--- config.mk ---
export PLATFORM = sky130hd
export DESIGN_NAME = parallel_counter
export DESIGN_NICKNAME = d
export VERILOG_FILES = /design/src/rtl/parallel_counter.sv
export SDC_FILE = /design/constraint.sdc
export NUM_CORES = 1
export LEC_CHECK = 0
export ABC_AREA = 1
export BUFFER_PORTS_ARGS = -buffer_cell sky130_fd_sc_hd__clkbuf_2
export CAP_MARGIN = 5
export CORE_AREA = 2 2 39 41
export DETAILED_ROUTE_END_ITERATION = 8
export DIE_AREA = 0 0 41 43
export PLACE_DENSITY = 0.43
export SKIP_CTS_REPAIR_TIMING = 1
export SLEW_MARGIN = 20
export SYNTH_ARGS = -nofsm -noshare
export SYNTH_HDL_FRONTEND = slang
export SYNTH_SLANG_ARGS = --single-unit
--- constraint.sdc ---
create_clock -name clk -period 1.3 [get_ports clk]
set_clock_uncertainty 0.15 [all_clocks]
set_input_delay 0.13 -clock clk [delete_from_list [all_inputs] [get_ports clk]]
set_output_delay 0.13 -clock clk [all_outputs]
set_load 0.02 [all_outputs]
--- src/rtl/parallel_counter.sv ---
// ============================================================================
// Module   : parallel_counter
// Brief    : Two lock-step modulo-LIMIT counters, one up and one down, whose
//            sum is always LIMIT-1.
// Revision : 1.0 - initial release
// ============================================================================
`default_nettype none

module parallel_counter #(
    parameter int LIMIT = 8,
    parameter int WIDTH = 4
) (
    input  logic             clk,
    input  logic             rst,
    output logic [WIDTH-1:0] counter1,
    output logic [WIDTH-1:0] counter2
);

    generate
        if (LIMIT < 2 || LIMIT > (1 << WIDTH)) begin : g_limit_check
            $error("parallel_counter: LIMIT must satisfy 2 <= LIMIT <= 2**WIDTH");
        end
    endgenerate

    localparam logic [WIDTH-1:0] c_TOP  = WIDTH'(LIMIT - 1);
    localparam logic [WIDTH-1:0] c_ZERO = '0;
    localparam logic [WIDTH-1:0] c_ONE  = WIDTH'(1);

    // Declaration initialisers match the reset values so outputs are
    // defined from power-up even if rst is never asserted.
    logic [WIDTH-1:0] counter1_q = c_ZERO;
    logic [WIDTH-1:0] counter2_q = c_TOP;
    logic [WIDTH-1:0] counter1_d;
    logic [WIDTH-1:0] counter2_d;

    // Wrap is explicit so non-power-of-two moduli behave correctly.
    always_comb begin
        counter1_d = counter1_q + c_ONE;
        counter2_d = counter2_q - c_ONE;
        if (counter1_q == c_TOP) begin
            counter1_d = c_ZERO;
        end
        if (counter2_q == c_ZERO) begin
            counter2_d = c_TOP;
        end
    end

    always_ff @(posedge clk) begin
        if (rst) begin
            counter1_q <= c_ZERO;
            counter2_q <= c_TOP;
        end else begin
            counter1_q <= counter1_d;
            counter2_q <= counter2_d;
        end
    end

    assign counter1 = counter1_q;
    assign counter2 = counter2_q;

endmodule

`default_nettype wire

Word level (Yosys, flattened, before mapping) --
Index checks and enable logic that the tools add are counted. Widths: inputs -> output; s select.
Word-level totals: bits in registers 8, output and inout port bits 8, logic and storage cells 8
Cells by class: $add $sub $neg 2, equal/unequal tests 1, reductions and logical operators 3
Operators with widths (number):
- $add 4x1->4 const B | 1
- $eq 4x3->1 const B | 1
- $logic_not 4->1 | 1
- $reduce_or 2->1 | 2
- $sub 4x1->4 const B | 1

Logic depth before layout (Yosys ltp) --
Gate-level depths: netlist of run 1.
depth after elaboration 2, gate-level depth with buffers 6, mapped depth without buffers 6

Least setup slack after synthesis of run 1 --
OpenSTA, ideal clock, no wires.
path type register to register, start point register counter2_q[0] (netlist: counter2[0]), end point register counter2_q[0] (netlist: counter2[0]), arrival 980 ps, data required time 1027 ps, setup slack 47 ps, cell stages (with the launch flop) 7, path buffers 0, period minus slack after synthesis 1253 ps, path through dfxtp_1 -> inv_1 -> ha_1 -> nand2_2 -> o21ai_2 -> inv_2 -> nand2_1
On the way: longest elaborated chain between the ends 2, elaborated cells between the ends (all ways) 3
Ends and longest elaborated chain:
- start: declaration | line 32 | logic [WIDTH-1:0] counter2_q = c_TOP;
- start signal: assignment | line 51 | counter2_q <= c_TOP;
- start signal: assignment | line 54 | counter2_q <= counter2_d;
- parallel branches: the longest is 2 deep, another holds $sub 4x1->4
Several ways; the timed one is not identified. A chain may end at the register's enable or synchronous reset.

Final worst setup path of run 1 --
start point register counter1_q[0] (netlist: counter1[0]), end point output counter1[0]
RTL lines:
- start: declaration | line 31 | logic [WIDTH-1:0] counter1_q = c_ZERO;
- start signal: assignment | line 50 | counter1_q <= c_ZERO;
- start signal: assignment | line 53 | counter1_q <= counter1_d;
- end: declaration | line 15 | output logic [WIDTH-1:0] counter1,
No word-level cell between the ends.

==> key figures, run 1 <==
Cells and area
  • Antenna cell count: 0
  • Finished Core Util: 0.309
  • Filler instances: 150
  • NumNets Final: 60
  • Share of cells above drive strength 1: 0.333
  • P&R area growth vs syn: 32.6%

Floorplan
  • Die extent in x: 41 um
  • Die Ht: between 40 and 50 um
  • IO Count: 10
  • Initial Util: 0.233
  • Die Area: around 1800 um^2
  • # rows: 14
  • CORE AREA: 1380 um^2

STA
  • Slew Limit Fails: 0
  • Final hold vios: 0
  • Setup TNS: 0 ps
  • Fin crit period: between 1000 and 1500 ps
  • Max Fclk: a little under 0.9 GHz
  • Final setup vio count: 0
  • Post-route clock period utilization: 0.881
  • Max-slew headroom: 0.888
  • RSZ-0062 raised after global routing: no
  • Worst Tran Pin Value: ~170 ps

Pwr
  • Flop pwr share: 0.511
  • Leakage: around 0.22 nW
  • Combinational fraction of design power: 0.147
  • Overall power: between 0.5 and 0.6 mW
  • Worst VDD drop: roughly 0.66 mV
  • Clock power share: 0.342
  • Internal: 0.398 mW
  • Switching fraction of total power: 0.262
  • P_sw: 0.141 mW
  • Pwr per Cell Area: approximately 1300 nW/um^2

Setup path
  • CP Data Arrival Time: about 870 ps
  • Worst Path Class, Setup: register to primary output
  • CP Launch Type: register
  • WP data required: just over 1000 ps
  • CP Capture Type: primary output
  • CP max FO: 4

Yosys
  • Post-synthesis cell type count: 14
  • Yosys warns: 0
  • Seq/Total Area, Yosys: 0.496
  • Register bit count reported by yosys: 8
  • Mapped cell area: ~320 um^2
  • Syn_nets: 44
  • Avg Inst Size Synth: roughly 8.1 um^2
  • Mapped Cells: 40

GRT
  • GRT Util Overall: 0.0946
  • Initial antenna violation count: 0
  • Largest net degree at the start of global routing: 6
  • Gr ovfl total: 0
  • Vias in the first global route: 279
  • Global-route wire length before repair: 993 um

Route
  • Via Count: 300
  • Vias per cell: 4.29
  • Final antenna-violating net count: 0
  • Routed len/inst: a little under 8 um
  • # DRC: 0
  • Pre-Repair DR Iteration Count: 2
  • Initial DRC count: 2
  • Routed WL: 555 um

CTS
  • Root Buffer: clkbuf_4
  • Skew-Pair Late Insertion Delay: between 200 and 300 ps
  • Clock slew at reported path FFs: approximately 50 ps
  • CTS Sinks: 8
  • H-Tree Depth: 1
  • TritonCTS clock tree: yes
  • Num CTS Buffers: 3
  • Maximum clock path buffer count: 2

Placed design
  • RD Place Congestion: 0.620
  • Buffers on Ports: 9
  • DP Wirelength: between 400 and 500 um

Job
  • Max-cap violations: 0

Outcome
  • Status: complete, no violations

Hold path
  • Hold Crit Class: register to register
-- per-layer routing --
metal	global-route usage	wire length [um]	vias up
li1	-	-	154
met2	0.125	247	11
met5	0	0	-
met3	0.0942	57	2
met1	0.0874	237	133
met4	0.0600	12	0
-- through the flow --
step / hold WS, ps / area [um^2] / instances / setup WS (ps)
floorplan: 52.4 / 323 / 40 / 47.2
global placement: 181 / 395 / 66 / 170
detailed placement: 182 / 395 / 66 / 160
CTS: -86.4 / 418 / 69 / 133
global route: 282 / 428 / 70 / 51.8
finish: 254 / 428 / 70 / 154
-- placed cells by master, fill, tap and decap left out --
master / instances
clkbuf_2: 9
dfxtp_1: 8
nand2_1: 7
inv_1: 6
nor2_1: 4
nand3_1: 3
clkbuf_4: 3
inv_2: 2
a21oi_1: 2
ha_1: 2
xnor2_1: 1
o21ai_0: 1
nand4_1: 1
nand2_2: 1
o21ai_2: 1
nor2_2: 1
dlygate4sd3_1: 1
buf_4: 1
-- layout make-up --
cell class | count | area [um^2] | share of cell area
clock buffers | 3 | 22.5 | 0.0526
inverters | 8 | 30.0 | 0.0702
multi-input cells | 24 | 133 | 0.310
flip-flops and latches | 8 | 160 | 0.374
well taps | 16 | 20.0 | 0.0468
repair buffers | 11 | 62.6 | 0.146
-- critical path: stages, from the launching register on --
cell and delay, ps:
dfxtp_1 330, buf_4 130, clkbuf_2 160
-- path summary, 6_finish.rpt --
| path | from | to | slack [ps] | cells past startpoint |
|---|---|---|---|---|
| setup / recovery | counter1[0]$_SDFF_PP0_ | counter1[0] | 150 | 2 |
| hold reg to reg | counter2[0]$_SDFF_PP1_ | counter2[0]$_SDFF_PP1_ | 250 | 1 |
| setup reg to reg | counter2[0]$_SDFF_PP1_ | counter2[3]$_SDFF_PP0_ | 160 | 5 |
| hold / removal | counter2[0]$_SDFF_PP1_ | counter2[0]$_SDFF_PP1_ | 250 | 1 |
-- synthesized netlist by cell type --
master | instances | area (um^2)
nand2_1 | 7 | 26.3
nand3_1 | 3 | 15.0
nand4_1 | 1 | 6.26
nor2_2 | 1 | 6.26
dfxtp_1 | 8 | 160
nand2_2 | 1 | 6.26
xnor2_1 | 1 | 8.76
o21ai_2 | 1 | 8.76
a21oi_1 | 2 | 10.0
inv_2 | 2 | 7.51
ha_1 | 2 | 25.0
inv_1 | 6 | 22.5
nor2_1 | 4 | 15.0
o21ai_0 | 1 | 5.00
-- logic make-up after synthesis --
| group | count (synthesis) | share of synthesized area |
|---|---|---|
| DFF | 8 | 0.496 |
| AOI/OAI and AO/OA | 4 | 0.0736 |
| and+or+nand+nor | 17 | 0.233 |
| buffers and inverters | 8 | 0.0930 |
| xor gates and xnor gates | 1 | 0.0271 |
| adders and majority gates | 2 | 0.0775 |
-- power by group through the flow --
stage	Combinational (mW)	Sequential, mW	Clock [mW]
6_report	0.0792	0.275	0.184
5_1_grt	0.0906	0.279	0.216
4_1_cts	0.0789	0.276	0.197
3_5_place_dp	0.0783	0.281	0
3_3_place_gp	0.0776	0.281	0
2_1_floorplan	0.0302	0.301	0
-- flip-flops by register name (all words and copies together), names as in the netlist --
name      cells
counter2      4
counter1      4
Power figures use the tool's default switching activity.
==> run 2, diff against run 1 <==
--- a/config.mk
+++ b/config.mk
@@ -8,10 +8,11 @@
 export ABC_AREA = 1
 export BUFFER_PORTS_ARGS = -buffer_cell sky130_fd_sc_hd__clkbuf_2
 export CAP_MARGIN = 5
-export CORE_AREA = 2 2 39 41
+export CELL_PAD_IN_SITES_DETAIL_PLACEMENT = 0
+export CELL_PAD_IN_SITES_GLOBAL_PLACEMENT = 2
+export CORE_UTILIZATION = 24
 export DETAILED_ROUTE_END_ITERATION = 8
-export DIE_AREA = 0 0 41 43
-export PLACE_DENSITY = 0.43
+export PLACE_DENSITY = 0.67
 export SKIP_CTS_REPAIR_TIMING = 1
 export SLEW_MARGIN = 20
 export SYNTH_ARGS = -nofsm -noshare
==> run 2 against run 1 <==
  * Worst hold slack improved by 2.3 ps
  * Critical endpoint is now counter2[3]$_SDFF_PP0_
  * Via count fell by 5.0%
  * Total power decreased by 1.2%
  * Largest cell class unchanged
  * Die area fell by 15%
  * Flip-flop and latch count unchanged
  * Clock power fell by 3%
  * Largest power group unchanged
  * Count of clock-buffer cells in the layout is the same
==> key figures, run 2 (synthesis results as in run 1) <==
Outcome
  • Status: complete, no violations

CTS
  • H-Tree Depth: 1 (unchanged)
  • Clock slew at reported path FFs: 50 ps (about the same)
  • Skew-Pair Late Insertion Delay: 250 ps (about the same)
  • CTS Sinks: 8 (unchanged)
  • TritonCTS clock tree: yes
  • Num CTS Buffers: 3 (unchanged)
  • Maximum clock path buffer count: 2 (unchanged)
  • Root Buffer: clkbuf_4

Cells and area
  • NumNets Final: 59 (-1.7%)
  • Commonest non-fill, non-tap cell in the layout: clkbuf_2
  • P&R area growth vs syn: 29.5%
  • Share of cells above drive strength 1: 0.321 (-0.0126)
  • Antenna cell count: 0 (unchanged)
  • Most frequent cells in the layout: clkbuf_2 (9), dfxtp_1 (8), nand2_1 (7)

Placed design
  • Buffers on Ports: 9 (unchanged)
  • DP Wirelength: 491 um (+8.1%)
  • RD Place Congestion: 0.652 (+5.1%)
  • Post-Place Worst Slack: 133 ps (-27.2 ps)

Floorplan
  • Initial Util: 0.276 (+0.0424)
  • Die Ht: 38.7 um (-10%)
  • CORE AREA: 1170 um^2 (-15%)
  • # rows: 12 (-2)
  • Die extent in x: 38.7 um (-5.7%)
  • Die Area: 1500 um^2 (-15%)
  • IO Count: 10 (unchanged)

Pwr
  • Internal: 0.395 mW (-0.70%)
  • P_sw: 0.137 mW (-2.6%)
  • Combinational fraction of design power: 0.139 (-0.008)
  • Flop pwr share: 0.524 (+0.013)
  • Pwr per Cell Area: 1270 nW/um^2 (+1.2%)
  • Leakage: 0.213 nW (-2.3%)
  • Switching fraction of total power: 0.258 (-0.00371)
  • Worst VDD drop: 0.632 mV (-4.3%)
  • Clock power share: 0.337 (-0.005)

Hold path
  • Hold Crit Class: register to register
  • Hold Path Origin: counter2[0]$_SDFF_PP1_

Route
  • Via Count: 285 (-5.0%)
  • Initial DRC count: 2 (unchanged)
  • Final antenna-violating net count: 0 (unchanged)
  • Routed WL: 590 um (+6.3%)
  • Routed len/inst: 8.81 um (+11%)
  • Vias per cell: 4.25 (-0.75%)
  • Pre-Repair DR Iteration Count: 4 (+2)
  • # DRC: 0 (unchanged)

GRT
  • Largest net degree at the start of global routing: 6 (unchanged)
  • Vias in the first global route: 253 (-9.3%)
  • Gr ovfl total: 0 (unchanged)
  • Initial antenna violation count: 0 (unchanged)
  • Global-route wire length before repair: 931 um (-6.2%)
  • GRT Util Overall: 0.0981 (+0.00352)

STA
  • Max-slew headroom: 0.880 (-0.00859)
  • RSZ-0062 raised after global routing: no
  • Worst Tran Pin Value: 180 ps (+12.9 ps)
  • Fin crit period: 1170 ps (+19.9 ps)
  • Setup TNS: 0 ps (unchanged)
  • Post-route clock period utilization: 0.897 (+0.0153)
  • Slew Limit Fails: 0 (unchanged)
  • Final setup vio count: 0 (unchanged)
  • Worst setup margin: 134 ps (-19.9 ps)
  • Max Fclk: 0.858 GHz (-1.7%)
  • Final hold vios: 0 (unchanged)

Setup path
  • WP data required: 1280 ps (+260 ps)
  • CP Data Arrival Time: 1150 ps (+280 ps)
  • R2R Setup Slk: 130 ps (-30 ps)
  • Worst Path Class, Setup: register to register
  • CP Capture Type: register
  • CP max FO: 3 (-1)
  • Crit path from: counter2[0]$_SDFF_PP1_
  • CP Launch Type: register
  • Worst reg2reg path startpoint: counter2[0]$_SDFF_PP1_

Job
  • Max-cap violations: 0 (unchanged)
==> run 2: final timing paths <==
kind,depth (start not counted),to
worst min-delay path,1,counter2[0]$_SDFF_PP1_
worst max-delay path,5,counter2[3]$_SDFF_PP0_
worst min register to register,1,counter2[0]$_SDFF_PP1_
worst max register to register,5,counter2[3]$_SDFF_PP0_
==> run 2: area by class of cell <==
type	instances	area, um^2
well taps	14	17.5
multi-input cells	24	133
flip-flops and latches	8	160
clock buffers	3	22.5
fillers	132	753
repair buffers	10	55.1
inverters	8	30.0
==> run 2: power by group through the flow <==
stage | Sequential, mW | Clock (mW) | Combinational, mW
3_5_place_dp | 0.284 | 0 | 0.0727
2_1_floorplan | 0.301 | 0 | 0.0302
6_report | 0.279 | 0.179 | 0.0738
3_3_place_gp | 0.282 | 0 | 0.0719
4_1_cts | 0.279 | 0.191 | 0.0731
5_1_grt | 0.281 | 0.204 | 0.0832
==> run 2: stage by stage <==
step / area, um^2 / util / power (mW) / std cells / hold slack, ps
6_report: 418 / 0.357 / 0.532 / 67 / 256
5_1_grt: 418 / 0.357 / 0.568 / 67 / 265
4_1_cts: 408 / 0.348 / 0.543 / 66 / -86.2
3_5_place_dp: 385 / 0.329 / 0.357 / 63 / 179
3_3_place_gp: 385 / 0.329 / 0.354 / 63 / 183
2_1_floorplan: 323 / - / 0.331 / 40 / 52.4
==> run 2: worst max-delay path: stages, from the launching register on <==
cell	delay [ps]
dfxtp_1	320
inv_1	100
ha_1	210
nand2_2	60
o21ai_2	140
nor2_1	70
==> run 2: routing by layer <==
metal	vias to the layer above	global-route usage	wire [um]
met1	121	0.0697	227
li1	151	-	-
met3	2	0.0694	53
met2	11	0.183	304
met4	0	0.0517	4
met5	-	0	0
==> run 3, diff against run 2 <==
--- a/config.mk
+++ b/config.mk
@@ -14,7 +14,7 @@
 export DETAILED_ROUTE_END_ITERATION = 8
 export PLACE_DENSITY = 0.67
 export SKIP_CTS_REPAIR_TIMING = 1
-export SLEW_MARGIN = 20
+export SLEW_MARGIN = 5
 export SYNTH_ARGS = -nofsm -noshare
 export SYNTH_HDL_FRONTEND = slang
 export SYNTH_SLANG_ARGS = --single-unit
==> constraint.sdc (replaced) <==
create_clock -name clk -period 1.1 [get_ports clk]
set_clock_uncertainty 0.15 [all_clocks]
set_input_delay 0.11 -clock clk [delete_from_list [all_inputs] [get_ports clk]]
set_output_delay 0.11 -clock clk [all_outputs]
set_load 0.02 [all_outputs]
==> run 3 against run 2 <==
  * Combinational power rose by 41%
  * Non-clock buffer count rose by 1
  * Setup slack got worse by 110 ps
  * Sequential share of layout area fell by 0.96 points
  * Critical path depth did not move
  * Worst hold slack improved by 30 ps
  * Critical path type unchanged
  * Largest power group unchanged
==> key figures, run 3 (synthesis results as in run 1) <==
CTS
  • Maximum clock path buffer count: 2 (unchanged)
  • H-Tree Depth: 1 (unchanged)
  • Root Buffer: clkbuf_4
  • Num CTS Buffers: 3 (unchanged)
  • Skew-Pair Late Insertion Delay: 250 ps (about the same)
  • CTS Sinks: 8 (unchanged)
  • Clock slew at reported path FFs: 60 ps (about the same)
  • TritonCTS clock tree: yes

Setup path
  • CP top delay family: flip-flops
  • CP Capture Type: register
  • Slowest-stage cell, CP: dfxtp_4
  • CP max FO: 3 (unchanged)
  • CP Data Arrival Time: 1070 ps (-80 ps)
  • WP data required: 1100 ps (-180 ps)
  • Worst Path Class, Setup: register to register
  • CP peak stage delay: 350 ps (+30 ps)
  • Critical Path, Cell by Cell: inv_4, ha_4, nand2_2, o21ai_2, nor2_1
  • CP Launch Type: register
  • Buf/Inv on CP: 1 (unchanged)

Placed design
  • RD Place Congestion: 0.742 (+14%)
  • Placed cell area: 395 um^2 (+2.6%)
  • DP Wirelength: 450 um (-8.5%)
  • Buffers on Ports: 9 (unchanged)
  • Post-Place Worst Slack: -10.2 ps (-143 ps)

Cells and area
  • NumNets Final: 60 (+1.7%)
  • Antenna cell count: 0 (unchanged)
  • Most frequent cells in the layout: nand2_1 (6), clkbuf_2 (6), dfxtp_2 (5)
  • P&R area growth vs syn: 44.2%
  • Share of cells above drive strength 1: 0.545 (+0.225)
  • Finished Core Util: 0.397 (+0.0406)
  • Design area: 465 um^2 (+11%)
  • Filler instances: 133 (+0.76%)

Floorplan
  • CORE AREA: 1170 um^2 (unchanged)
  • Die Ht: 38.7 um (unchanged)
  • # rows: 12 (unchanged)
  • IO Count: 10 (unchanged)
  • Die Area: 1500 um^2 (unchanged)
  • Initial Util: 0.276 (unchanged)
  • Die extent in x: 38.7 um (unchanged)

STA
  • Max-slew headroom: 0.906 (+0.0262)
  • Final setup vio count: 0 (unchanged)
  • Worst Tran Pin Value: 141 ps (-39.0 ps)
  • Fin crit period: 1070 ps (-91.2 ps)
  • Slew Limit Fails: 0 (unchanged)
  • Max Fclk: 0.931 GHz (+8.5%)
  • Final hold vios: 0 (unchanged)
  • Post-route clock period utilization: 0.977 (+0.0802)
  • Setup TNS: 0 ps (unchanged)
  • Worst setup margin: 25.5 ps (-109 ps)
  • RSZ-0062 raised after global routing: yes

Route
  • Initial DRC count: 2 (unchanged)
  • Routed len/inst: 9.12 um (+3.5%)
  • Pre-Repair DR Iteration Count: 6 (+2)
  • Vias per cell: 4.12 (-3.2%)
  • Routed WL: 629 um (+6.6%)
  • # DRC: 0 (unchanged)
  • Final antenna-violating net count: 0 (unchanged)
  • Via Count: 284 (-0.35%)

Pwr
  • Overall power: 0.681 mW (+28%)
  • Leakage: 0.216 nW (+1.4%)
  • Worst VDD drop: 0.664 mV (+5.1%)
  • Pwr per Cell Area: 1460 nW/um^2 (+15%)

Outcome
  • Status: complete, no violations

Hold path
  • Hold Crit Class: register to register

GRT
  • Gr ovfl total: 0 (unchanged)
  • Global-route wire length before repair: 910 um (-2.3%)
  • Largest net degree at the start of global routing: 6 (unchanged)
  • GRT Util Overall: 0.0984 (+0.000353)
  • Vias in the first global route: 224 (-11%)
  • Initial antenna violation count: 0 (unchanged)

Job
  • Max-cap violations: 0 (unchanged)
## run 3: final timing paths
check,start,to,slack [ps],cells after the start
worst max-delay path,counter2[0]$_SDFF_PP1_,counter2[3]$_SDFF_PP0_,30,5
worst min register to register,counter1[0]$_SDFF_PP0_,counter1[0]$_SDFF_PP0_,290,1
worst min-delay path,counter1[0]$_SDFF_PP0_,counter1[0]$_SDFF_PP0_,290,1
worst max register to register,counter2[0]$_SDFF_PP1_,counter2[3]$_SDFF_PP0_,30,5
## run 3: cell type report
class	instances	area, um^2	area share
clock buffers	4	26.3	0.0565
inverters	8	32.5	0.0699
multi-input cells	24	150	0.323
flip-flops and latches	8	174	0.374
well taps	14	17.5	0.0376
repair buffers	11	65.1	0.140
## run 3: layer usage
| layer | track usage | wire (um) | vias up |
|---|---|---|---|
| li1 | - | - | 157 |
| met4 | 0.103 | 8 | 0 |
| met3 | 0.0520 | 30 | 2 |
| met5 | 0 | 0 | - |
| met1 | 0.130 | 306 | 120 |
| met2 | 0.100 | 285 | 5 |
## run 3: power by group
group	switching (mW)	total, mW	internal [mW]
clock	0.105	0.244	0.139
sequential	0.0214	0.333	0.311
combinational	0.0607	0.104	0.0438
## run 3: through the flow
stage / hold WS [ps] / std cells
after floorplan: 32.4 / 40
after global placement: 159 / 63
after detailed placement: 168 / 63
after CTS: -105 / 67
after global routing: 305 / 69
final: 287 / 69
